`src/rtl/sketch_mem_arbiter_if.sv`:
```
// Fetch, draw and Avalon-MM master bundle of the sketch SDRAM arbiter.
// master = arbiter side, slave = requesters plus SDRAM controller side.
interface sketch_mem_arbiter_if #(
   parameter int ADDR_W    = 24,
   parameter int DATA_W    = 16,
   parameter int BURST_MAX = 8
);
   localparam int LEN_W = $clog2(BURST_MAX + 1);

   logic              f_req;
   logic [ADDR_W-1:0] f_addr;
   logic [LEN_W-1:0]  f_len;
   logic              f_grant;
   logic              f_rvalid;
   logic [DATA_W-1:0] f_rdata;
   logic              f_done;

   logic              d_req;
   logic              d_we;
   logic [ADDR_W-1:0] d_addr;
   logic [DATA_W-1:0] d_wdata;
   logic              d_ack;
   logic [DATA_W-1:0] d_rdata;

   logic [ADDR_W-1:0] m_address;
   logic              m_read;
   logic              m_write;
   logic [DATA_W-1:0] m_writedata;
   logic              m_waitrequest;
   logic [DATA_W-1:0] m_readdata;
   logic              m_readdatavalid;

   modport master (
      input  f_req, f_addr, f_len,
      output f_grant, f_rvalid, f_rdata, f_done,
      input  d_req, d_we, d_addr, d_wdata,
      output d_ack, d_rdata,
      output m_address, m_read, m_write, m_writedata,
      input  m_waitrequest, m_readdata, m_readdatavalid
   );

   modport slave (
      output f_req, f_addr, f_len,
      input  f_grant, f_rvalid, f_rdata, f_done,
      output d_req, d_we, d_addr, d_wdata,
      input  d_ack, d_rdata,
      input  m_address, m_read, m_write, m_writedata,
      output m_waitrequest, m_readdata, m_readdatavalid
   );
endinterface

```
`src/rtl/sketch_mem_arbiter.sv`:
```
// Shares the SDRAM master between VGA burst fetch and pixel draw.
// Fetch has priority; draw wins after STARVE_LIMIT fetch grants.
module sketch_mem_arbiter #(
   parameter int ADDR_W       = 24,
   parameter int DATA_W       = 16,
   parameter int BURST_MAX    = 8,
   parameter int STARVE_LIMIT = 4
) (
   input  logic                 clk_clk,
   input  logic                 reset_reset,
   sketch_mem_arbiter_if.master bus
);
   localparam int LEN_W = $clog2(BURST_MAX + 1);
   localparam int STV_W = $clog2(STARVE_LIMIT + 1);

   typedef enum logic [2:0] {
      IDLE, F_ISSUE, F_DRAIN, D_ISSUE, D_WAIT
   } state_t;

   state_t            state;
   state_t            state_nx;
   logic [ADDR_W-1:0] base_q;
   logic [LEN_W-1:0]  len_q;
   logic [LEN_W-1:0]  issued;
   logic [LEN_W-1:0]  returned;
   logic              we_q;
   logic [DATA_W-1:0] wdata_q;
   logic              grant_q;
   logic [STV_W-1:0]  starve_cnt;
   logic [LEN_W-1:0]  len_clamp;
   logic              go_f;
   logic              go_d;
   logic              f_acc;
   logic              f_last_acc;
   logic              f_ret;
   logic              f_last_ret;
   logic              starved;

   // Bound the requested burst length into 1..BURST_MAX.
   always_comb begin
      len_clamp = bus.f_len;
      if (bus.f_len == '0)
         len_clamp = LEN_W'(1);
      else if (bus.f_len > LEN_W'(BURST_MAX))
         len_clamp = LEN_W'(BURST_MAX);
   end

   // State register; reset aborts any transaction at once.
   always_ff @(posedge clk_clk or posedge reset_reset) begin
      if (reset_reset)
         state <= IDLE;
      else
         state <= state_nx;
   end

   // Arbitration, issue/return bookkeeping and next state.
   always_comb begin
      state_nx   = state;
      go_f       = 1'b0;
      go_d       = 1'b0;
      starved    = (starve_cnt == STV_W'(STARVE_LIMIT));
      f_acc      = (state == F_ISSUE) && !bus.m_waitrequest;
      f_last_acc = f_acc && (issued == len_q - LEN_W'(1));
      f_ret      = ((state == F_ISSUE) || (state == F_DRAIN))
                   && bus.m_readdatavalid;
      f_last_ret = f_ret && (returned == len_q - LEN_W'(1));
      unique case (state)
         IDLE: begin
            if (bus.f_req && !(bus.d_req && starved)) begin
               go_f     = 1'b1;
               state_nx = F_ISSUE;
            end else if (bus.d_req) begin
               go_d     = 1'b1;
               state_nx = D_ISSUE;
            end
         end
         F_ISSUE: begin
            if (f_last_ret)
               state_nx = IDLE;
            else if (f_last_acc)
               state_nx = F_DRAIN;
         end
         F_DRAIN: begin
            if (f_last_ret)
               state_nx = IDLE;
         end
         D_ISSUE: begin
            if (!bus.m_waitrequest)
               state_nx = we_q ? IDLE : D_WAIT;
         end
         D_WAIT: begin
            if (bus.m_readdatavalid)
               state_nx = IDLE;
         end
         default: state_nx = IDLE;
      endcase
   end

   // Latch the granted request and count issued/returned words.
   always_ff @(posedge clk_clk or posedge reset_reset) begin
      if (reset_reset) begin
         base_q     <= '0;
         len_q      <= '0;
         issued     <= '0;
         returned   <= '0;
         we_q       <= 1'b0;
         wdata_q    <= '0;
         grant_q    <= 1'b0;
         starve_cnt <= '0;
      end else begin
         grant_q <= go_f;
         if (go_f) begin
            base_q   <= bus.f_addr;
            len_q    <= len_clamp;
            issued   <= '0;
            returned <= '0;
            if (bus.d_req && !starved)
               starve_cnt <= starve_cnt + STV_W'(1);
         end else if (go_d) begin
            base_q     <= bus.d_addr;
            we_q       <= bus.d_we;
            wdata_q    <= bus.d_wdata;
            starve_cnt <= '0;
         end else begin
            if (f_acc)
               issued <= issued + LEN_W'(1);
            if (f_ret)
               returned <= returned + LEN_W'(1);
         end
      end
   end

   // Outputs decoded from registered state; read data gated by valid.
   always_comb begin
      logic rd_s;
      logic wr_s;
      rd_s = (state == F_ISSUE) || ((state == D_ISSUE) && !we_q);
      wr_s = (state == D_ISSUE) && we_q;
      bus.f_grant     = grant_q;
      bus.f_rvalid    = f_ret;
      bus.f_rdata     = f_ret ? bus.m_readdata : '0;
      bus.f_done      = f_last_ret;
      bus.d_ack       = (wr_s && !bus.m_waitrequest)
                        || ((state == D_WAIT) && bus.m_readdatavalid);
      bus.d_rdata     = ((state == D_WAIT) && bus.m_readdatavalid)
                        ? bus.m_readdata : '0;
      bus.m_read      = rd_s;
      bus.m_write     = wr_s;
      bus.m_writedata = wr_s ? wdata_q : '0;
      bus.m_address   = '0;
      if (state == F_ISSUE)
         bus.m_address = base_q + ADDR_W'(issued);
      else if (state == D_ISSUE)
         bus.m_address = base_q;
   end
endmodule

```
`src/flat_wrapper.sv`:
```
// flat-port wrapper written by rule: the top's interface ports become plain ports
module sketch_mem_arbiter_flat 
#(
   parameter int ADDR_W       = 24,
   parameter int DATA_W       = 16,
   parameter int BURST_MAX    = 8,
   parameter int STARVE_LIMIT = 4
)
  (clk_clk, reset_reset, bus_f_req, bus_f_addr, bus_f_len, bus_f_grant, bus_f_rvalid, bus_f_rdata, bus_f_done, bus_d_req, bus_d_we, bus_d_addr, bus_d_wdata, bus_d_ack, bus_d_rdata, bus_m_address, bus_m_read, bus_m_write, bus_m_writedata, bus_m_waitrequest, bus_m_readdata, bus_m_readdatavalid);
  sketch_mem_arbiter_if #(.ADDR_W(ADDR_W), .DATA_W(DATA_W), .BURST_MAX(BURST_MAX)) bus_i ();
  input  logic clk_clk;
  input  logic reset_reset;
  input wire logic [$bits(bus_i.f_req)-1:0] bus_f_req;
  input wire logic [$bits(bus_i.f_addr)-1:0] bus_f_addr;
  input wire logic [$bits(bus_i.f_len)-1:0] bus_f_len;
  output wire logic [$bits(bus_i.f_grant)-1:0] bus_f_grant;
  output wire logic [$bits(bus_i.f_rvalid)-1:0] bus_f_rvalid;
  output wire logic [$bits(bus_i.f_rdata)-1:0] bus_f_rdata;
  output wire logic [$bits(bus_i.f_done)-1:0] bus_f_done;
  input wire logic [$bits(bus_i.d_req)-1:0] bus_d_req;
  input wire logic [$bits(bus_i.d_we)-1:0] bus_d_we;
  input wire logic [$bits(bus_i.d_addr)-1:0] bus_d_addr;
  input wire logic [$bits(bus_i.d_wdata)-1:0] bus_d_wdata;
  output wire logic [$bits(bus_i.d_ack)-1:0] bus_d_ack;
  output wire logic [$bits(bus_i.d_rdata)-1:0] bus_d_rdata;
  output wire logic [$bits(bus_i.m_address)-1:0] bus_m_address;
  output wire logic [$bits(bus_i.m_read)-1:0] bus_m_read;
  output wire logic [$bits(bus_i.m_write)-1:0] bus_m_write;
  output wire logic [$bits(bus_i.m_writedata)-1:0] bus_m_writedata;
  input wire logic [$bits(bus_i.m_waitrequest)-1:0] bus_m_waitrequest;
  input wire logic [$bits(bus_i.m_readdata)-1:0] bus_m_readdata;
  input wire logic [$bits(bus_i.m_readdatavalid)-1:0] bus_m_readdatavalid;
  assign bus_i.f_req = bus_f_req;
  assign bus_i.f_addr = bus_f_addr;
  assign bus_i.f_len = bus_f_len;
  assign bus_f_grant = bus_i.f_grant;
  assign bus_f_rvalid = bus_i.f_rvalid;
  assign bus_f_rdata = bus_i.f_rdata;
  assign bus_f_done = bus_i.f_done;
  assign bus_i.d_req = bus_d_req;
  assign bus_i.d_we = bus_d_we;
  assign bus_i.d_addr = bus_d_addr;
  assign bus_i.d_wdata = bus_d_wdata;
  assign bus_d_ack = bus_i.d_ack;
  assign bus_d_rdata = bus_i.d_rdata;
  assign bus_m_address = bus_i.m_address;
  assign bus_m_read = bus_i.m_read;
  assign bus_m_write = bus_i.m_write;
  assign bus_m_writedata = bus_i.m_writedata;
  assign bus_i.m_waitrequest = bus_m_waitrequest;
  assign bus_i.m_readdata = bus_m_readdata;
  assign bus_i.m_readdatavalid = bus_m_readdatavalid;
  sketch_mem_arbiter #(.ADDR_W(ADDR_W), .DATA_W(DATA_W), .BURST_MAX(BURST_MAX), .STARVE_LIMIT(STARVE_LIMIT)) u_core (.clk_clk(clk_clk), .reset_reset(reset_reset), .bus(bus_i));
endmodule
```
`config.mk`:
```
export PLATFORM = sky130hd
export DESIGN_NAME = sketch_mem_arbiter_flat
export DESIGN_NICKNAME = d
export VERILOG_FILES = /design/src/rtl/sketch_mem_arbiter_if.sv /design/src/rtl/sketch_mem_arbiter.sv /design/src/flat_wrapper.sv
export SDC_FILE = /design/constraint.sdc
export NUM_CORES = 1
export LEC_CHECK = 0
export BUFFER_PORTS_ARGS = -buffer_cell sky130_fd_sc_hd__buf_2
export CAP_MARGIN = 5
export CORE_MARGIN = 2
export CORE_UTILIZATION = 32
export DETAILED_ROUTE_END_ITERATION = 8
export PLACE_DENSITY = 0.53
export SYNTH_ARGS = -nofsm -noshare
export SYNTH_HDL_FRONTEND = slang
export SYNTH_SLANG_ARGS = --single-unit
```
`constraint.sdc`:
```
create_clock -name clk_clk -period 4 [get_ports clk_clk]
set_clock_uncertainty 0.1 [all_clocks]
set_input_delay 0.4 -clock clk_clk [delete_from_list [all_inputs] [get_ports clk_clk]]
set_output_delay 0.4 -clock clk_clk [all_outputs]
set_load 0.01 [all_outputs]
```
==> impl_metrics.toml, run 1 <==
[critical_path]
worstSetupStartpointType = "register"
r2r-start = "u_core.starve_cnt[0]"
worst_setup_path_end_kind = "output port"
ff2ff_setup_slack_ns = 1.53
worstReg2RegEnd = "u_core.issued[0]"
worstSetupPathType = "reg2out"
crit_fanout = 11
worst-endpoint-required_ns = 3.50
critPathArrivalTime_ns = 2.53
rr_worst_depth = 8

[clock_tree]
clkTransAtPathRegs_ns = 0.06
cts_tree = "done"
cts.sinks = 60
post_cts_resized = 0
cts_buffers = 9
clk_latency_ns = 0.33
htree_levels = 3
cts_root_buffer = "clkbuf_16"
cts_hold_buf = 0
cts_buffer_depth = 2
postCtsSetupBuffers = 0

[final_layout]
final_net_count = 683
antennaDiodeCount = 0
nFillCells = 1186
syn2layout_area_growth_pct = 31.4
layout-drive-gt1-share = 0.380
design_area_um2 = 5200

[drt]
drt_iter0_markers = 166
avgViaCountPerCell = 4.61
drcViolationCount = 0
ant_nets = 0
wire_per_inst_um = 13.5
routed_wl_um = 10200
via_count = 3481
drt-pass1-iter-count = 4

[synth]
synth_warnings = 0
async_flop_share = 1.00
ys_ff_latch = 60
synth_ff_type = "dfrtp_1"
synth_fp_nets = 522
netlist-cell-type-count = 53
synthesis.instances = 421
netlist.top_cell.by_area = "dfrtp_1"
synth.area.top_cells = "dfrtp_1 (38%), and2_1 (7.7%), mux2i_1 (6.8%), mux2_2 (5.7%), xnor2_1 (5.3%)"
yosysSeqAreaShare = 0.379
netlist_area_um2 = 3960
synth-edff-count = 0
synth_top_cell_area_share = 0.379
yosysMostFrequentCell = "dfrtp_1"
synthTopCellsByCount = "dfrtp_1 (60), and2_1 (49), nand2_1 (47), nor2_1 (35), o21ai_0 (31)"
syn_avg_cell_area_um2 = 9.41

[timing]
tns_ns = 0
min_period_ns = 3.03
worst_pin_slew_ns = 0.894
finalSetupViolations = 0
rsz0062_at_grt = "false"
hold_viol_final = 0
setup_ws_ns = 0.965
fmax_mhz = 330
relSlewSlack = 0.402
slew_violations = 0
layout_worst_path_cycle_share = 0.759

[placed_design]
pre_cts_ws_ns = 1.33
port_buffers = 168
place.gp.congestion = 0.865
hpwl_um = 7610
dpl_cell_area_um2 = 4920

[floorplanning]
num_rows = 40
coreArea_um2 = 12100
die_x_um = 115
initial_core_util = 0.329
ios = 169
die_area_um2 = 13300
die_y_um = 115

[global_routing]
grt_remaining_overflow = 0
antenna_found_initial = 0
grt_pass1_vias = 3446
grt_usage = 0.157
grt_max_degree = 62
grt_first_pass_wirelength_um = 16400

[pwr]
p_leak_nw = 2.54
peakVddDrop_mv = 0.221
power.density_nw_per_um2 = 677

[hold_path]
hp-class = "in2async"

[status]
outcome = "complete, no violations"

[job]
drv_cap = 0
[per-layer routing]
metal,track usage,part of all wire,vias up
li1,-,-,1755
met1,0.198,0.44,1582
met2,0.263,0.47,137
met3,0.0443,0.080,7
met4,0.0458,0.0090,0
met5,0,0,-
[power by group]
part	leakage (nW)	switching, mW	total, mW	internal (mW)
clock	0.139	0.267	0.745	0.478
sequential	0.748	0.306	1.20	0.889
combinational	1.65	0.828	1.58	0.754
total	2.54	1.40	3.52	2.12
[cell type report]
class                           instances  area, µm²  area share
Sequential cell                        60       1500       0.288
Inverter                               10       38.8     0.00745
Multi-Input combinational cell        326       2280       0.437
Clock inverter                          5       52.6      0.0101
Clock buffer                           11        233      0.0447
Timing Repair Buffer                  175        893       0.172
Tap cell                              168        210      0.0404
[flip-flops by register name, indices dropped and copies added (netlist names)]
| register | flops |
|---|---|
| u_core.base_q | 24 |
| u_core.wdata_q | 16 |
| u_core.issued | 4 |
| u_core.len_q | 4 |
| u_core.returned | 4 |
| u_core.starve_cnt | 3 |
| u_core.state | 3 |
| u_core.bus.f_grant | 1 |
| u_core.we_q | 1 |
[kinds of logic (layout without fill, tap and decap cells)]
| logic type | count (synthesis) | in the layout | share of synthesized area |
|---|---|---|---|
| DFF | 60 | 60 | 0.379 |
| buffers and inverters | 35 | 201 | 0.0467 |
| and+or+nand+nor | 179 | 179 | 0.256 |
| xor gates and xnor gates | 33 | 33 | 0.0764 |
| muxes | 47 | 47 | 0.125 |
| adders and majority gates | 10 | 10 | 0.0335 |
| AOI/OAI and AO/OA | 57 | 57 | 0.0837 |
[worst max-delay path: stages (launching register included)]
cell      delay (ns)
dfrtp_1         0.45
ha_1            0.28
fa_1            0.41
a21o_1          0.17
a21oi_1         0.14
buf_4           0.22
nor4bb_1        0.08
xnor2_1         0.16
nor2_1          0.15
buf_2           0.16
[metrics by stage]
stage / util / power (mW) / cells / hold slack, ns
2_1_floorplan: - / 2.32 / 421 / 0.369
3_3_place_gp: 0.408 / 2.79 / 739 / 0.382
3_5_place_dp: 0.408 / 2.82 / 739 / 0.387
4_1_cts: 0.432 / 3.58 / 755 / 0.0488
5_1_grt: 0.432 / 3.84 / 755 / 0.0875
6_report: 0.432 / 3.52 / 755 / 0.0318
[layout by cell type, fill, tap and decap left out, types with 2 or more instances in the layout]
cell | Yosys | final
nand4_1 | 4 | 4
buf_2 | 5 | 168
o21ai_1 | 2 | 2
and2_1 | 49 | 49
ha_1 | 9 | 9
mux2i_1 | 27 | 27
xnor2_1 | 24 | 24
a21o_1 | 3 | 3
a21oi_1 | 12 | 12
nor3b_1 | 3 | 3
nor3_1 | 7 | 7
xor2_1 | 8 | 8
nand3b_1 | 3 | 3
nand2_1 | 47 | 47
inv_1 | 9 | 8
and3_1 | 2 | 2
buf_4 | 2 | 7
nor4b_1 | 3 | 3
nor4_1 | 3 | 3
clkbuf_1 | 11 | 2
nor4_4 | 3 | 3
or3_1 | 4 | 4
nand3_1 | 4 | 4
clkinv_2 | 1 | 4
nor2_1 | 35 | 35
dfrtp_1 | 60 | 60
clkbuf_16 | 0 | 9
mux2_2 | 20 | 20
nor3_2 | 2 | 2
o21ai_0 | 31 | 31
[how the worst max path moves through the flow]
stage | depth (start not counted) | to | slack (ns) | start
2_1_floorplan | 8 | bus_m_address[20] | 1.52 | u_core.issued[0]
3_3_place_gp | 9 | bus_m_address[6] | 1.38 | u_core.issued[0]
3_5_place_dp | 9 | bus_m_address[6] | 1.33 | u_core.issued[0]
4_1_cts | 9 | bus_m_address[6] | 0.96 | u_core.issued[0]
5_1_grt | 4 | bus_m_writedata[15] | 0.83 | u_core.state[1]
6_report | 9 | bus_m_address[6] | 0.97 | u_core.issued[0]
(Power assumes the default switching activity.)
==> run 2, diff against run 1 <==
--- a/config.mk
+++ b/config.mk
@@ -5,12 +5,13 @@
 export SDC_FILE = /design/constraint.sdc
 export NUM_CORES = 1
 export LEC_CHECK = 0
+export ABC_AREA = 1
 export BUFFER_PORTS_ARGS = -buffer_cell sky130_fd_sc_hd__buf_2
 export CAP_MARGIN = 5
 export CORE_MARGIN = 2
 export CORE_UTILIZATION = 32
 export DETAILED_ROUTE_END_ITERATION = 8
-export PLACE_DENSITY = 0.53
+export PLACE_DENSITY = 0.55
 export SYNTH_ARGS = -nofsm -noshare
 export SYNTH_HDL_FRONTEND = slang
 export SYNTH_SLANG_ARGS = --single-unit
==> constraint.sdc (replaced) <==
create_clock -name clk_clk -period 2.5 [get_ports clk_clk]
set_clock_uncertainty 0.1 [all_clocks]
set_input_delay 0.25 -clock clk_clk [delete_from_list [all_inputs] [get_ports clk_clk]]
set_output_delay 0.25 -clock clk_clk [all_outputs]
set_load 0.01 [all_outputs]
==> impl_metrics.toml, run 2 <==
[status]
outcome = "finished, violations left"
violations = "setup timing"

[drt]
drt_iter0_markers = 229
ant_nets = 0
via_count = 4506
drcViolationCount = 0
wire_per_inst_um = 13.0
routed_wl_um = 12500
avgViaCountPerCell = 4.69
drt-pass1-iter-count = 5

[timing]
fmax_mhz = 399
relSlewSlack = 0.573
finalSetupViolations = 2
min_period_ns = 2.51
hold_viol_final = 0
rsz0062_at_grt = "true"
slew_violations = 0
tns_ns = -0.0141
worst_pin_slew_ns = 0.639
layout_worst_path_cycle_share = 1.00
setup_ws_ns = -0.00715

[global_routing]
grt_first_pass_wirelength_um = 19500
grt_usage = 0.180
grt_remaining_overflow = 0
antenna_found_initial = 0
grt_pass1_vias = 4182
grt_max_degree = 50

[pwr]
seq_power_share = 0.294
p_switching_mw = 2.92
power.density_nw_per_um2 = 1120
p_sw_frac = 0.456
p_leak_nw = 3.12
clkPwrFrac = 0.184
p_int_mw = 3.50
p_comb_frac = 0.523
power_mw = 6.42
peakVddDrop_mv = 0.458

[floorplanning]
die_y_um = 117
initial_core_util = 0.326
num_rows = 41
die_x_um = 117
ios = 169
die_area_um2 = 13700
coreArea_um2 = 12500

[placed_design]
dp_cells = 932
port_buffers = 168
hpwl_um = 9620
place.gp.congestion = 0.951

[synth]
syn_avg_cell_area_um2 = 6.79
synth_warnings = 0
synth_top_cell_area_share = 0.368
synthesis.instances = 601
synth_fp_nets = 702
netlist.top_cell.by_area = "dfrtp_1"
synth_ff_type = "dfrtp_1"
synth.area.top_cells = "dfrtp_1 (37%), nand2_1 (12%), nor2_1 (12%), inv_1 (7.3%), o31ai_1 (4.6%)"
yosysSeqAreaShare = 0.368
ys_ff_latch = 60
async_flop_share = 1.00
netlist_area_um2 = 4080
synthTopCellsByCount = "nand2_1 (129), nor2_1 (129), inv_1 (79), dfrtp_1 (60), o21ai_0 (34)"
synth-edff-count = 0
netlist-cell-type-count = 39

[final_layout]
seqCellArea_um2 = 1510
finish.utilization = 0.457
syn2layout_area_growth_pct = 40.2
layout-drive-gt1-share = 0.324
multiInputGateArea_um2 = 2320
final_net_count = 884
layout.cells.non_filler = 961
largest_reg_flops = 24
top_regs = "u_core.base_q x24, u_core.wdata_q x16"
final_cell_mix = "buf_2 (166), nor2_1 (125), nand2_1 (121)"
nFillCells = 1316
layout_commonest_cell = "buf_2"
regMostFlops = "u_core.base_q"

[clock_tree]
cts_buffer_depth = 2
clkTransAtPathRegs_ns = 0.05
clk_latency_ns = 0.33
cts.sinks = 60
cts_root_buffer = "clkbuf_16"
cts_tree = "done"
htree_levels = 3
cts_buffers = 9

[job]
drv_cap = 0

[critical_path]
slowest_stage = "dfrtp_1"
worst_path_largest_cell_delay_ns = 0.42
crit_fanout = 3
worstSetupStartpointType = "register"
worst_setup_path_end_kind = "output port"
worstSetupPathType = "reg2out"
worst-endpoint-required_ns = 2.15
crit_chain = "ha_4 -> fa_2 -> buf_4 -> or2_2 -> a32o_2 -> buf_6"
critPathArrivalTime_ns = 2.16

[hold_path]
hp-class = "in2reg"
## run 2: timing repair
item | 4_1_cts | 5_1_grt
resized for setup | 16 | 30
pin swaps | 4 | 17
hold buffers | 1 | 0
setup endpoints to repair | 19 | 21
buffers inserted | 5 | 6
hold endpoints to repair | 29 | 0
## run 2: cells by family after synthesis
| logic type | share of synthesized area |
|---|---|
| xor gates and xnor gates | 0.0236 |
| DFF | 0.368 |
| adders and majority gates | 0.0325 |
| and+or+nand+nor | 0.334 |
| buffers and inverters | 0.101 |
| AOI/OAI and AO/OA | 0.141 |
## run 2: final timing paths
path / start / endpoint / slack [ns] / cells after the start
worst max-delay path: u_core.base_q[0] / bus_m_address[2] / -0.007 / 6
worst min-delay path: bus_d_wdata[15] / u_core.wdata_q[15] / 0.02 / 3
worst max register to register: u_core.starve_cnt[0] / u_core.base_q[6] / 0.38 / 10
worst min register to register: u_core.wdata_q[15] / u_core.wdata_q[15] / 0.44 / 2
max in group asynchronous: reset_reset / u_core.issued[3] / 1.20 / 4
min in group asynchronous: reset_reset / u_core.wdata_q[14] / 0.50 / 3
## run 2: critical path: cells and delay by family, from the launching register on
kind / cells / cell delay, ns
fa+ha+maj: 2 / 0.56
flops: 1 / 0.42
simple gates: 1 / 0.29
compound gates: 1 / 0.28
buf+inv: 2 / 0.27
## run 2: metal layers
layer  vias up  share of wire  wire [µm]  GRT usage
met3        22          0.076        947     0.0536
met4         0          0.017        210     0.0502
met2       155           0.46       5750      0.289
met1      2038           0.45       5550      0.236
li1       2291              -          -          -
met5         -              0          0          0
## run 2: power groups by stage
| stage | registers, mW | logic [mW] | clock network [mW] |
|---|---|---|---|
| after floorplan | 1.73 | 2.19 | 0 |
| after global placement | 1.87 | 3.06 | 0 |
| after detailed placement | 1.88 | 3.08 | 0 |
| after CTS | 1.89 | 3.17 | 1.21 |
| after global routing | 1.95 | 3.80 | 1.25 |
| final | 1.89 | 3.36 | 1.18 |
## run 2: final cells by class
| cell class | instances | area share |
|---|---|---|
| clock buffer | 13 | 0.0472 |
| sequential | 60 | 0.263 |
| antenna | 1 | 0.000437 |
| clock inverter | 3 | 0.00350 |
| tap | 172 | 0.0376 |
| timing repair buffer | 191 | 0.187 |
| inverter | 84 | 0.0551 |
| multi-input combinational | 437 | 0.406 |
## run 2: per-stage QoR
stage	worst slack [ns]	cell area, µm²	hold WS [ns]
2_1_floorplan	0.287	4080	0.271
3_3_place_gp	0.174	5160	0.320
3_5_place_dp	0.126	5160	0.310
4_1_cts	-0.00860	5560	0.0149
5_1_grt	-0.106	5720	0.0319
6_report	-0.00715	5720	0.0244
